==> config.mk <==
export PLATFORM = sky130hd
export DESIGN_NAME = wb_rr_master_arbiter
export DESIGN_NICKNAME = d
export VERILOG_FILES = /design/src/rtl/wb_rr_master_arbiter.sv
export SDC_FILE = /design/constraint.sdc
export NUM_CORES = 1
export LEC_CHECK = 0
export CORE_AREA = 10 10 93 95
export DETAILED_ROUTE_END_ITERATION = 8
export DIE_AREA = 0 0 103 105
export DONT_BUFFER_PORTS = 1
export GPL_TIMING_DRIVEN = 0
export HOLD_SLACK_MARGIN = 0.1
export PLACE_DENSITY = 0.69
export SLEW_MARGIN = 20
export SYNTH_ARGS = -nofsm -noshare
export SYNTH_HDL_FRONTEND = slang
export SYNTH_SLANG_ARGS = --single-unit
==> constraint.sdc <==
create_clock -name clk_i -period 2.65 [get_ports clk_i]
set_clock_uncertainty 0.05 [all_clocks]
set_input_delay 0.6625 -clock clk_i [delete_from_list [all_inputs] [get_ports clk_i]]
set_output_delay 0.6625 -clock clk_i [all_outputs]
set_load 0.01 [all_outputs]
==> src/rtl/wb_rr_master_arbiter.sv <==
// Round-robin arbiter sharing one pipelined Wishbone master port between NREQ req/ack clients.
// Optional watchdog: define WB_RR_ARB_TIMEOUT_EN to terminate unanswered cycles with an error.
module wb_rr_master_arbiter #(
  parameter int unsigned NREQ    = 2,
  parameter int unsigned AW      = 1,
  parameter int unsigned TIMEOUT = 16
) (
  input  logic              clk_i,
  input  logic              rst_n_i,
  input  logic [NREQ-1:0]   req_i,
  input  logic [NREQ-1:0]   we_i,
  input  logic [NREQ*AW-1:0] adr_i,
  input  logic [NREQ*32-1:0] dat_i,
  input  logic [NREQ*4-1:0] sel_i,
  output logic [NREQ-1:0]   ack_o,
  output logic [NREQ-1:0]   err_o,
  output logic [31:0]       dat_o,
  output logic              wb_cyc_o,
  output logic              wb_stb_o,
  output logic              wb_we_o,
  output logic [AW+1:2]     wb_adr_o,
  output logic [3:0]        wb_sel_o,
  output logic [31:0]       wb_dat_o,
  input  logic              wb_ack_i,
  input  logic              wb_err_i,
  input  logic              wb_rty_i,
  input  logic              wb_stall_i,
  input  logic [31:0]       wb_dat_i
);

  localparam int unsigned PW = (NREQ > 1) ? $clog2(NREQ) : 1;

  typedef enum logic [1:0] {
    S_IDLE,
    S_STROBE,
    S_WAIT,
    S_DONE
  } state_t;

  state_t          state_q, state_d;
  logic [PW-1:0]   ptr_q, ptr_d;
  logic [PW-1:0]   gnt_q, gnt_d;
  logic            cyc_d, stb_d, we_d;
  logic [AW-1:0]   adr_d;
  logic [3:0]      sel_d;
  logic [31:0]     wdat_d;
  logic [NREQ-1:0] ack_d, err_d;
  logic [31:0]     rdat_d;
  logic            found;
  int unsigned     idx;

`ifdef WB_RR_ARB_TIMEOUT_EN
  localparam int unsigned CW = $clog2(TIMEOUT + 1);
  logic [CW-1:0] cnt_q, cnt_d;
`endif

  always_comb begin
    state_d = state_q;
    ptr_d   = ptr_q;
    gnt_d   = gnt_q;
    cyc_d   = wb_cyc_o;
    stb_d   = wb_stb_o;
    we_d    = wb_we_o;
    adr_d   = wb_adr_o;
    sel_d   = wb_sel_o;
    wdat_d  = wb_dat_o;
    ack_d   = '0;
    err_d   = '0;
    rdat_d  = dat_o;
    found   = 1'b0;
    idx     = 0;
`ifdef WB_RR_ARB_TIMEOUT_EN
    cnt_d   = cnt_q;
`endif

    case (state_q)
      S_IDLE: begin
        // Scan upward from the pointer, wrapping at NREQ; first hit wins.
        for (int unsigned i = 0; i < NREQ; i++) begin
          idx = int'(ptr_q) + i;
          if (idx >= NREQ) idx = idx - NREQ;
          if (!found && req_i[idx]) begin
            found  = 1'b1;
            gnt_d  = idx[PW-1:0];
            ptr_d  = (idx == NREQ - 1) ? '0 : PW'(idx + 1);
            we_d   = we_i[idx];
            adr_d  = adr_i[idx*AW +: AW];
            sel_d  = sel_i[idx*4 +: 4];
            wdat_d = dat_i[idx*32 +: 32];
          end
        end
        if (found) begin
          cyc_d   = 1'b1;
          stb_d   = 1'b1;
          state_d = S_STROBE;
`ifdef WB_RR_ARB_TIMEOUT_EN
          cnt_d   = '0;
`endif
        end
      end

      S_STROBE, S_WAIT: begin
        // Responses are honoured even while stalled: the slave drops stall with ack.
        if (wb_err_i || wb_rty_i) begin
          err_d[gnt_q] = 1'b1;
          cyc_d        = 1'b0;
          stb_d        = 1'b0;
          state_d      = S_DONE;
        end else if (wb_ack_i) begin
          ack_d[gnt_q] = 1'b1;
          if (!wb_we_o) rdat_d = wb_dat_i;
          cyc_d        = 1'b0;
          stb_d        = 1'b0;
          state_d      = S_DONE;
        end
`ifdef WB_RR_ARB_TIMEOUT_EN
        else if (cnt_q == CW'(TIMEOUT - 1)) begin
          err_d[gnt_q] = 1'b1;
          cyc_d        = 1'b0;
          stb_d        = 1'b0;
          state_d      = S_DONE;
        end
`endif
        else if (state_q == S_STROBE && !wb_stall_i) begin
          stb_d   = 1'b0;
          state_d = S_WAIT;
        end
`ifdef WB_RR_ARB_TIMEOUT_EN
        cnt_d = cnt_q + CW'(1);
`endif
      end

      S_DONE: begin
        state_d = S_IDLE;
      end

      default: begin
        state_d = S_IDLE;
        cyc_d   = 1'b0;
        stb_d   = 1'b0;
      end
    endcase
  end

  always_ff @(posedge clk_i) begin
    if (!rst_n_i) begin
      state_q  <= S_IDLE;
      ptr_q    <= '0;
      gnt_q    <= '0;
      wb_cyc_o <= 1'b0;
      wb_stb_o <= 1'b0;
      wb_we_o  <= 1'b0;
      wb_adr_o <= '0;
      wb_sel_o <= '0;
      wb_dat_o <= '0;
      ack_o    <= '0;
      err_o    <= '0;
      dat_o    <= '0;
`ifdef WB_RR_ARB_TIMEOUT_EN
      cnt_q    <= '0;
`endif
    end else begin
      state_q  <= state_d;
      ptr_q    <= ptr_d;
      gnt_q    <= gnt_d;
      wb_cyc_o <= cyc_d;
      wb_stb_o <= stb_d;
      wb_we_o  <= we_d;
      wb_adr_o <= adr_d;
      wb_sel_o <= sel_d;
      wb_dat_o <= wdat_d;
      ack_o    <= ack_d;
      err_o    <= err_d;
      dat_o    <= rdat_d;
`ifdef WB_RR_ARB_TIMEOUT_EN
      cnt_q    <= cnt_d;
`endif
    end
  end

endmodule

==> flow_metrics.py, run 1 <==
metrics = {
    "clock_tree": {
        "cts_setup_buffers": 0,
        "postCtsResizedCells": 0,
        "clkLatencyLatePin_ns": 0.34,
        "cts-root-buf": "clkbuf_8",
        "cts.sinks": 80,
        "ctsHoldBuffers": 0,
        "numCtsBuffers": 9,
        "clockBufferDepth": 2,
        "cts_tree": "done",
        "clkTransAtPathRegs_ns": 0.08,
        "cts_max_level": 3,
    },
    "timing": {
        "hold_violations": 0,
        "min_period_ns": 2.06,
        "setup_viol": 0,
        "maxSlewViolCount": 0,
        "slew_headroom_pct": 70.1,
        "post-route-period-util_pct": 77.6,
        "rsz0062_at_grt": "no",
        "worst_slew_pin_slew_ns": 0.449,
        "whs_ns": 0.408,
        "fmax_mhz": 486,
        "setup_ws_ns": 0.594,
        "tns_ns": 0,
    },
    "die": {
        "rows": 30,
        "start_util_pct": 54.1,
        "die_w_um": 103,
        "die_area_um2": 10800,
        "die_y_um": 105,
        "core_area_um2": 6760,
        "io-pin-count": 192,
    },
    "layout": {
        "drive_above_1_share_pct": 10.2,
        "antenna_cells": 0,
        "final_cell_mix": "dfxtp_1, nand2_1, mux2i_1, o211a_1, nand3_1",
        "layout_commonest_cell": "dfxtp_1",
        "fin_nets": 513,
        "postLayoutCoreUtil_pct": 58.2,
        "stdcell_count": 473,
        "num-fill-cells": 620,
        "final_area_um2": 3930,
        "area_growth_pct": 7.53,
    },
    "place": {
        "place_congestion": 0.745,
        "pre_cts_ws_ns": 0.304,
        "post-dp-hpwl_um": 8000,
        "place_area_um2": 3760,
        "dp.cells": 459,
        "port_buffers": 0,
    },
    "yosys": {
        "yosys_warnings": 0,
        "synthCells": 379,
        "ys_seq_elements": 80,
        "async_flop_share_pct": 0,
        "syn_avg_cell_area_um2": 9.65,
        "syn_area_um2": 3660,
        "synthFlopType": "dfxtp_1",
        "synth_seq_area_share_pct": 43.8,
        "synth-edff-count": 0,
        "synth_cell_type_count": 34,
        "syn_nets": 502,
    },
    "setup_path": {
        "path_class": "reg -> reg",
        "required_ns": 2.83,
        "worst_setup_path_start_kind": "register",
        "crit_path_end_kind": "register",
        "critPathMaxFanout": 10,
        "arrival_ns": 2.24,
    },
    "grt": {
        "grt_max_degree": 13,
        "grt_overflow": 0,
        "grt_pass1_vias": 3017,
        "antenna_found_initial": 0,
        "grt_pass1_wl_um": 15400,
        "gr-usage-all-layers_pct": 17.9,
    },
    "detailed_routing": {
        "drt_iter0_drc": 62,
        "viasPerCell": 6.05,
        "drt_first_pass_iters": 6,
        "drc": 0,
        "wire_per_inst_um": 21.2,
        "wirelength_um": 10100,
        "vias": 2864,
        "postRouteAntennaNets": 0,
    },
    "power_and_ir_drop": {
        "p_per_area_nw_per_um2": 1110,
        "ir_drop_v": 0.000537,
        "total_power_mw": 4.35,
        "leakage_nw": 1.82,
    },
    "job": {
        "maxCapViolCount": 0,
    },
    "run_status": {
        "status": "finished clean",
    },
    "min_path": {
        "hold_path.class": "in -> reg",
    },
}
[critical path, cell delays in order (launching register included)]
cell and delay (ns):
dfxtp_1 0.44, nand2_1 0.07, o22a_1 0.21, ha_1 0.29
buf_4 0.21, buf_4 0.24, mux2i_1 0.24, nand2_1 0.07
o211a_1 0.12
[synthesized netlist by cell type (3+ instances only)]
cell / n / area share, %
buf_4: 3 / 0.62
o21ai_0: 7 / 0.96
nand2b_1: 4 / 0.68
ha_1: 7 / 2.4
a21boi_1: 30 / 6.2
o21ai_1: 30 / 4.1
buf_2: 15 / 2.1
clkbuf_1: 11 / 1.1
inv_1: 5 / 0.51
dfxtp_1: 80 / 44
nand3_1: 32 / 4.4
o211a_1: 37 / 10
mux2i_1: 40 / 11
a21boi_0: 5 / 1.0
buf_6: 6 / 1.8
nand2_1: 45 / 4.6
[sequential cells by signal, indices dropped and copies added (netlist names), 2 cells and up]
signal	flops
err_o	2
dat_o	32
ack_o	2
wb_sel_o	4
state_q	2
wb_dat_o	32
[power breakdown]
part,total (mW),internal (mW),switching [mW]
Sequential,1.93,1.52,0.409
Clock,0.841,0.422,0.418
Combinational,1.57,0.684,0.889
Total,4.35,2.63,1.72
[path summary, 6_finish.rpt]
check / start / end / slack, ns / cells after the start
max: ptr_q / wb_dat_o[23] / 0.59 / 8
min: wb_dat_i[28] / dat_o[28] / 0.41 / 2
max reg2reg: ptr_q / wb_dat_o[23] / 0.59 / 8
min reg2reg: gnt_q / err_o[0] / 0.46 / 1
[metal layers]
layer	vias to the layer above	share of wire (%)	track usage (%)
li1	1379	-	-
met1	1329	36	18.4
met4	0	1.8	6.66
met5	-	0	0
met2	139	49	29.8
met3	17	13	9.42
[layout make-up]
class | instances | area (um2) | area share, %
Multi-Input combinational cell | 259 | 1830 | 46.5
Sequential cell | 80 | 1600 | 40.7
Buffer | 35 | 206 | 5.25
Clock buffer | 10 | 128 | 3.25
Tap cell | 80 | 100 | 2.55
Clock inverter | 4 | 47.5 | 1.21
Inverter | 5 | 18.8 | 0.477
[cell families after synthesis]
kind of cell             synth area share, %
AO/OA/AOI/OAI                           24.1
AND/OR/NAND/NOR                         12.3
flip-flops                              43.8
multiplexers                            11.3
buffers and inverters                   6.16
adder cells (fa/ha/maj)                 2.40
Power figures use the tool's default switching activity.
==> run 2: changes to the inputs <==
Clock period 2.65 ns to 2 ns, I/O delays scaled along.
==> flow_metrics.py, run 2 (synthesized netlist as in run 1, its figures left out) <==
metrics = {
    "run_status": {
        "status": "finished clean",
    },
    "setup_path": {
        "max_stage_delay_ns": 0.38,
        "cp_num_cells": 8,
        "path_class": "reg -> reg",
        "arrival_ns": 2.06,
        "path_delay_family": "flip-flops",
        "worst_path_max_delay_cell": "dfxtp_4",
        "critPathMaxFanout": 10,
        "crit_path_end_kind": "register",
        "required_ns": 2.18,
        "reg2reg_depth": 8,
        "worst_setup_path_start_kind": "register",
        "crit_buf_inv": 2,
        "path_cells": "nand2_1, o22a_1, ha_1, buf_12, buf_8, mux2i_2, nand2_1, o211a_1",
        "cp_common_cell": "nand2_1",
    },
    "timing": {
        "setup_viol": 0,
        "post-route-period-util_pct": 93.8,
        "worst_slew_pin_slew_ns": 0.445,
        "maxSlewViolCount": 0,
        "fmax_mhz": 533,
        "whs_ns": 0.249,
        "min_period_ns": 1.88,
        "setup_ws_ns": 0.124,
        "hold_violations": 0,
        "slew_headroom_pct": 70.3,
    },
    "layout": {
        "antenna_cells": 0,
        "largestRegisters": "dat_o: 32 flops, wb_dat_o: 32 flops, wb_sel_o: 4 flops",
        "drive_above_1_share_pct": 11.7,
        "regArea_um2": 1610,
        "area_growth_pct": 8.73,
        "num-fill-cells": 614,
        "layout_commonest_cell": "dfxtp_1",
        "final_cell_mix": "dfxtp_1, nand2_1, mux2i_1, o211a_1, nand3_1",
        "fin_nets": 513,
        "multiInputGateArea_um2": 1840,
    },
    "grt": {
        "grt_pass1_vias": 3016,
        "use_met3_pct": 9.42,
        "grt_max_degree": 13,
        "met2_usage_pct": 29.8,
        "grt_pass1_wl_um": 15400,
        "grt.busiest_layer": "met2",
        "grt_overflow": 0,
        "antenna_found_initial": 0,
        "use_met1_pct": 18.4,
        "gr-usage-all-layers_pct": 17.8,
    },
    "detailed_routing": {
        "drt_iter0_drc": 75,
        "wire_per_inst_um": 21.3,
        "drc": 0,
        "viasPerCell": 6.01,
        "drt_first_pass_iters": 4,
        "vias": 2841,
        "postRouteAntennaNets": 0,
        "wirelength_um": 10100,
    },
    "place": {
        "place_congestion": 0.745,
        "port_buffers": 0,
        "post-dp-hpwl_um": 8000,
        "pre_cts_ws_ns": -0.183,
    },
    "clock_tree": {
        "cts-root-buf": "clkbuf_8",
        "ctsHoldBuffers": 0,
        "cts_max_level": 3,
        "cts_tree": "done",
        "clkTransAtPathRegs_ns": 0.08,
        "cts.sinks": 80,
        "clockBufferDepth": 2,
        "clkLatencyLatePin_ns": 0.34,
        "numCtsBuffers": 9,
    },
    "die": {
        "start_util_pct": 54.1,
        "rows": 30,
        "core_area_um2": 6760,
        "die_area_um2": 10800,
        "die_y_um": 105,
        "die_w_um": 103,
        "io-pin-count": 192,
    },
    "power_and_ir_drop": {
        "total_power_mw": 5.88,
        "p_per_area_nw_per_um2": 1480,
        "ir_drop_v": 0.000703,
        "leakage_nw": 1.84,
    },
    "min_path": {
        "hold_path.class": "in -> reg",
        "whs_path_depth": 2,
    },
    "job": {
        "maxCapViolCount": 0,
    },
}
run 2: changes by cell type in the layout (fill, tap and decap cells not counted), moves of 2 or more:
cell,change
mux2i_2,+2
mux2i_1,-2
buf_4,-3
buf_8,+2
clkbuf_2,+2
clkbuf_1,-2
run 2: final timing paths:
kind                     from            to  slack (ns)
setup / recovery        ptr_q  wb_dat_o[23]        0.12
hold / removal    wb_dat_i[0]      dat_o[0]        0.25
setup reg to reg        ptr_q  wb_dat_o[23]        0.12
hold reg to reg         gnt_q      err_o[0]        0.45
run 2: stage by stage:
| stage | instance area [um2] | instances | TNS, ns | util [%] |
|---|---|---|---|---|
| after detailed placement | 3760 | 459 | -2.82 | 55.6 |
| after global routing | 3980 | 473 | -0.00166 | 58.8 |
| after global placement | 3760 | 459 | -2.44 | 55.6 |
| final | 3980 | 473 | 0 | 58.8 |
| after floorplan | 3660 | 379 | 0 | - |
| after CTS | 3940 | 473 | 0 | 58.3 |
run 2: per-layer routing:
metal | part of all wire, % | wire (um)
met5 | 0 | 0
met4 | 1.3 | 135
met3 | 13 | 1350
met2 | 49 | 4940
met1 | 36 | 3640
run 2: area by class of cell:
class | count | share of cell area, %
multi-input cells | 259 | 46.3
clock inverters | 4 | 1.20
flip-flops and latches | 80 | 40.4
inverters | 5 | 0.472
clock buffers | 10 | 3.21
plain buffers | 35 | 5.95
well taps | 80 | 2.52
run 2: what timing repair did:
| item | 4_1_cts | 5_1_grt |
|---|---|---|
| gates resized for setup | 3 | 13 |
| setup endpoints to repair | 19 | 48 |
| buffers inserted | 0 | 0 |
| pin swaps | 0 | 0 |
run 2: worst register-to-register path, cell delays in order (launching register included):
cell and delay (ns):
dfxtp_4 0.38, nand2_1 0.05, o22a_1 0.21, ha_1 0.33
buf_12 0.16, buf_8 0.16, mux2i_2 0.24, nand2_1 0.07
o211a_1 0.12
run 2: power breakdown:
part	internal, mW	leakage [nW]	switching, mW	total (mW)
clock network	0.560	0.0880	0.551	1.11
logic	1.00	1.09	1.20	2.20
registers	2.02	0.657	0.542	2.56
==> run 3: changes to the inputs <==
Settings changed: ABC_CLOCK_PERIOD_IN_PS from default to 2000.
==> results of run 3 <==
Final layout, timing and power as in run 2 (identical DEF).
==> patch: new RTL, config.mk and constraints of run 1 <==
Encoding of `state_t`: now one-hot (4 bits for 4 states).
--- a/src/rtl/wb_rr_master_arbiter.sv
+++ b/src/rtl/wb_rr_master_arbiter.sv
@@ -31,9 +31,9 @@
   localparam int unsigned PW = (NREQ > 1) ? $clog2(NREQ) : 1;
 
-  typedef enum logic [1:0] {
-    S_IDLE,
-    S_STROBE,
-    S_WAIT,
-    S_DONE
+  typedef enum logic [3:0] {
+    S_IDLE   = 4'b0001,
+    S_STROBE = 4'b0010,
+    S_WAIT   = 4'b0100,
+    S_DONE   = 4'b1000
   } state_t;
 
Formal check against the unedited RTL: no difference found for any inputs over 4 cycles, from zero or initial values and one cycle with rst_n_i low; so few cycles prove little.
==> patch against run 1 <==
- design area is 0.76% lower
- cell count increased by 0.42%
- sequential cell count is 2 higher
- setup slack worse by 0.066 ns
- routed wire length down 1.6%
- via count decreased by 1.8%
- first-iteration DRC count is 9.7% higher
- count of clock-buffer cells in the layout grew 1
- synthesized area is 1.3% lower
- highest routed layer unchanged
Power is not compared: it rests on default switching activity, and its combinational part moved more than twofold at a synthesized area within 25%.
==> patch: results <==
{
  "final_nets": 510,
  "fillers": 645,
  "crit_slowest_cell": "buf_2",
  "io_buffers": 0,
  "cpPeakStageDelay_ns": 0.35,
  "drive_gt1_share_pct": 9.114,
  "startpoint": "req_i[0]",
  "vias": 2813,
  "dpl_worst_slack_ns": 0.1585,
  "synthDistinctLibCells": 38,
  "synthTopCellsByCount": "dfxtp_1, mux2i_1, nand2_1",
  "clk_pin_slew_ns": 0.08,
  "reg_top3": "dat_o (32), wb_dat_o (32)",
  "grt_util_all_layers_pct": 17.71,
  "worstMarginPinSlew_ns": 0.6847,
  "avgSynthCellArea_um2": 9.474,
  "first_iter_violations": 68,
  "dp_hpwl_um": 7947,
  "dpl_cell_area_um2": 3710,
  "firstDrtPassIters": 5,
  "worstPathArrival_ns": 2.29,
  "synth_area_leaders": "dfxtp_1, mux2i_1, a211oi_1, nand2_1, a21oi_1",
  "syn-num-nets": 499,
  "clock-root-buffer": "clkbuf_8",
  "seq_area_frac_synth_pct": 45.48,
  "run_status": "complete, no violations",
  "routed_via_density": 5.922
}
[patch: cell type report]
class | count | area [um^2] | share of cell area (%)
Multi-Input combinational cell | 262 | 1785 | 45.77
Sequential cell | 82 | 1642 | 42.08
Inverter | 3 | 11.26 | 0.2886
Tap cell | 80 | 100.1 | 2.566
Clock inverter | 3 | 40.04 | 1.026
Clock buffer | 11 | 151.4 | 3.881
Buffer | 34 | 171.4 | 4.394
[patch: routing by layer]
layer | global-route usage [%] | routed length, um
met5 | 0 | 0
met4 | 6.561 | 166
met3 | 9.486 | 1356
met2 | 28.54 | 4679
met1 | 19.01 | 3687
[patch: final timing paths]
kind                                            endpoint  slack (ns)  cells after the start
worst max-delay path            wb_sel_o[2]$_SDFFE_PN0P_        0.53                      8
worst max register to register  wb_sel_o[2]$_SDFFE_PN0P_        0.58                      7
worst min-delay path              dat_o[31]$_SDFFE_PN0P_        0.40                      2
worst min register to register     dat_o[7]$_SDFFE_PN0P_        0.46                      2
[patch: logic make-up after synthesis]
family	Yosys count	share of synthesized area [%]
XOR/XNOR	2	0.4854
AO/OA/AOI/OAI	91	16.15
flip-flops	82	45.48
multiplexers	70	19.41
adder cells (fa/ha/maj)	2	0.6931
AND/OR/NAND/NOR	97	12.72
buffers and inverters	37	5.060
[patch: worst max-delay path: cells and delay by family]
| family | cells | cell delay [ns] |
|---|---|---|
| buffers and inverters | 2 | 0.63 |
| muxes | 1 | 0.25 |
| AOI/OAI and AO/OA | 2 | 0.21 |
| adders and majority gates | 1 | 0.28 |
| and+or+nand+nor | 2 | 0.26 |
[patch: power by group]
group	total (uW)	switching [uW]	leakage (uW)	internal, uW
Sequential	1490	146	0.000672	1350
Combinational	585	324	0.000647	261
Clock	892	419	0.000101	473
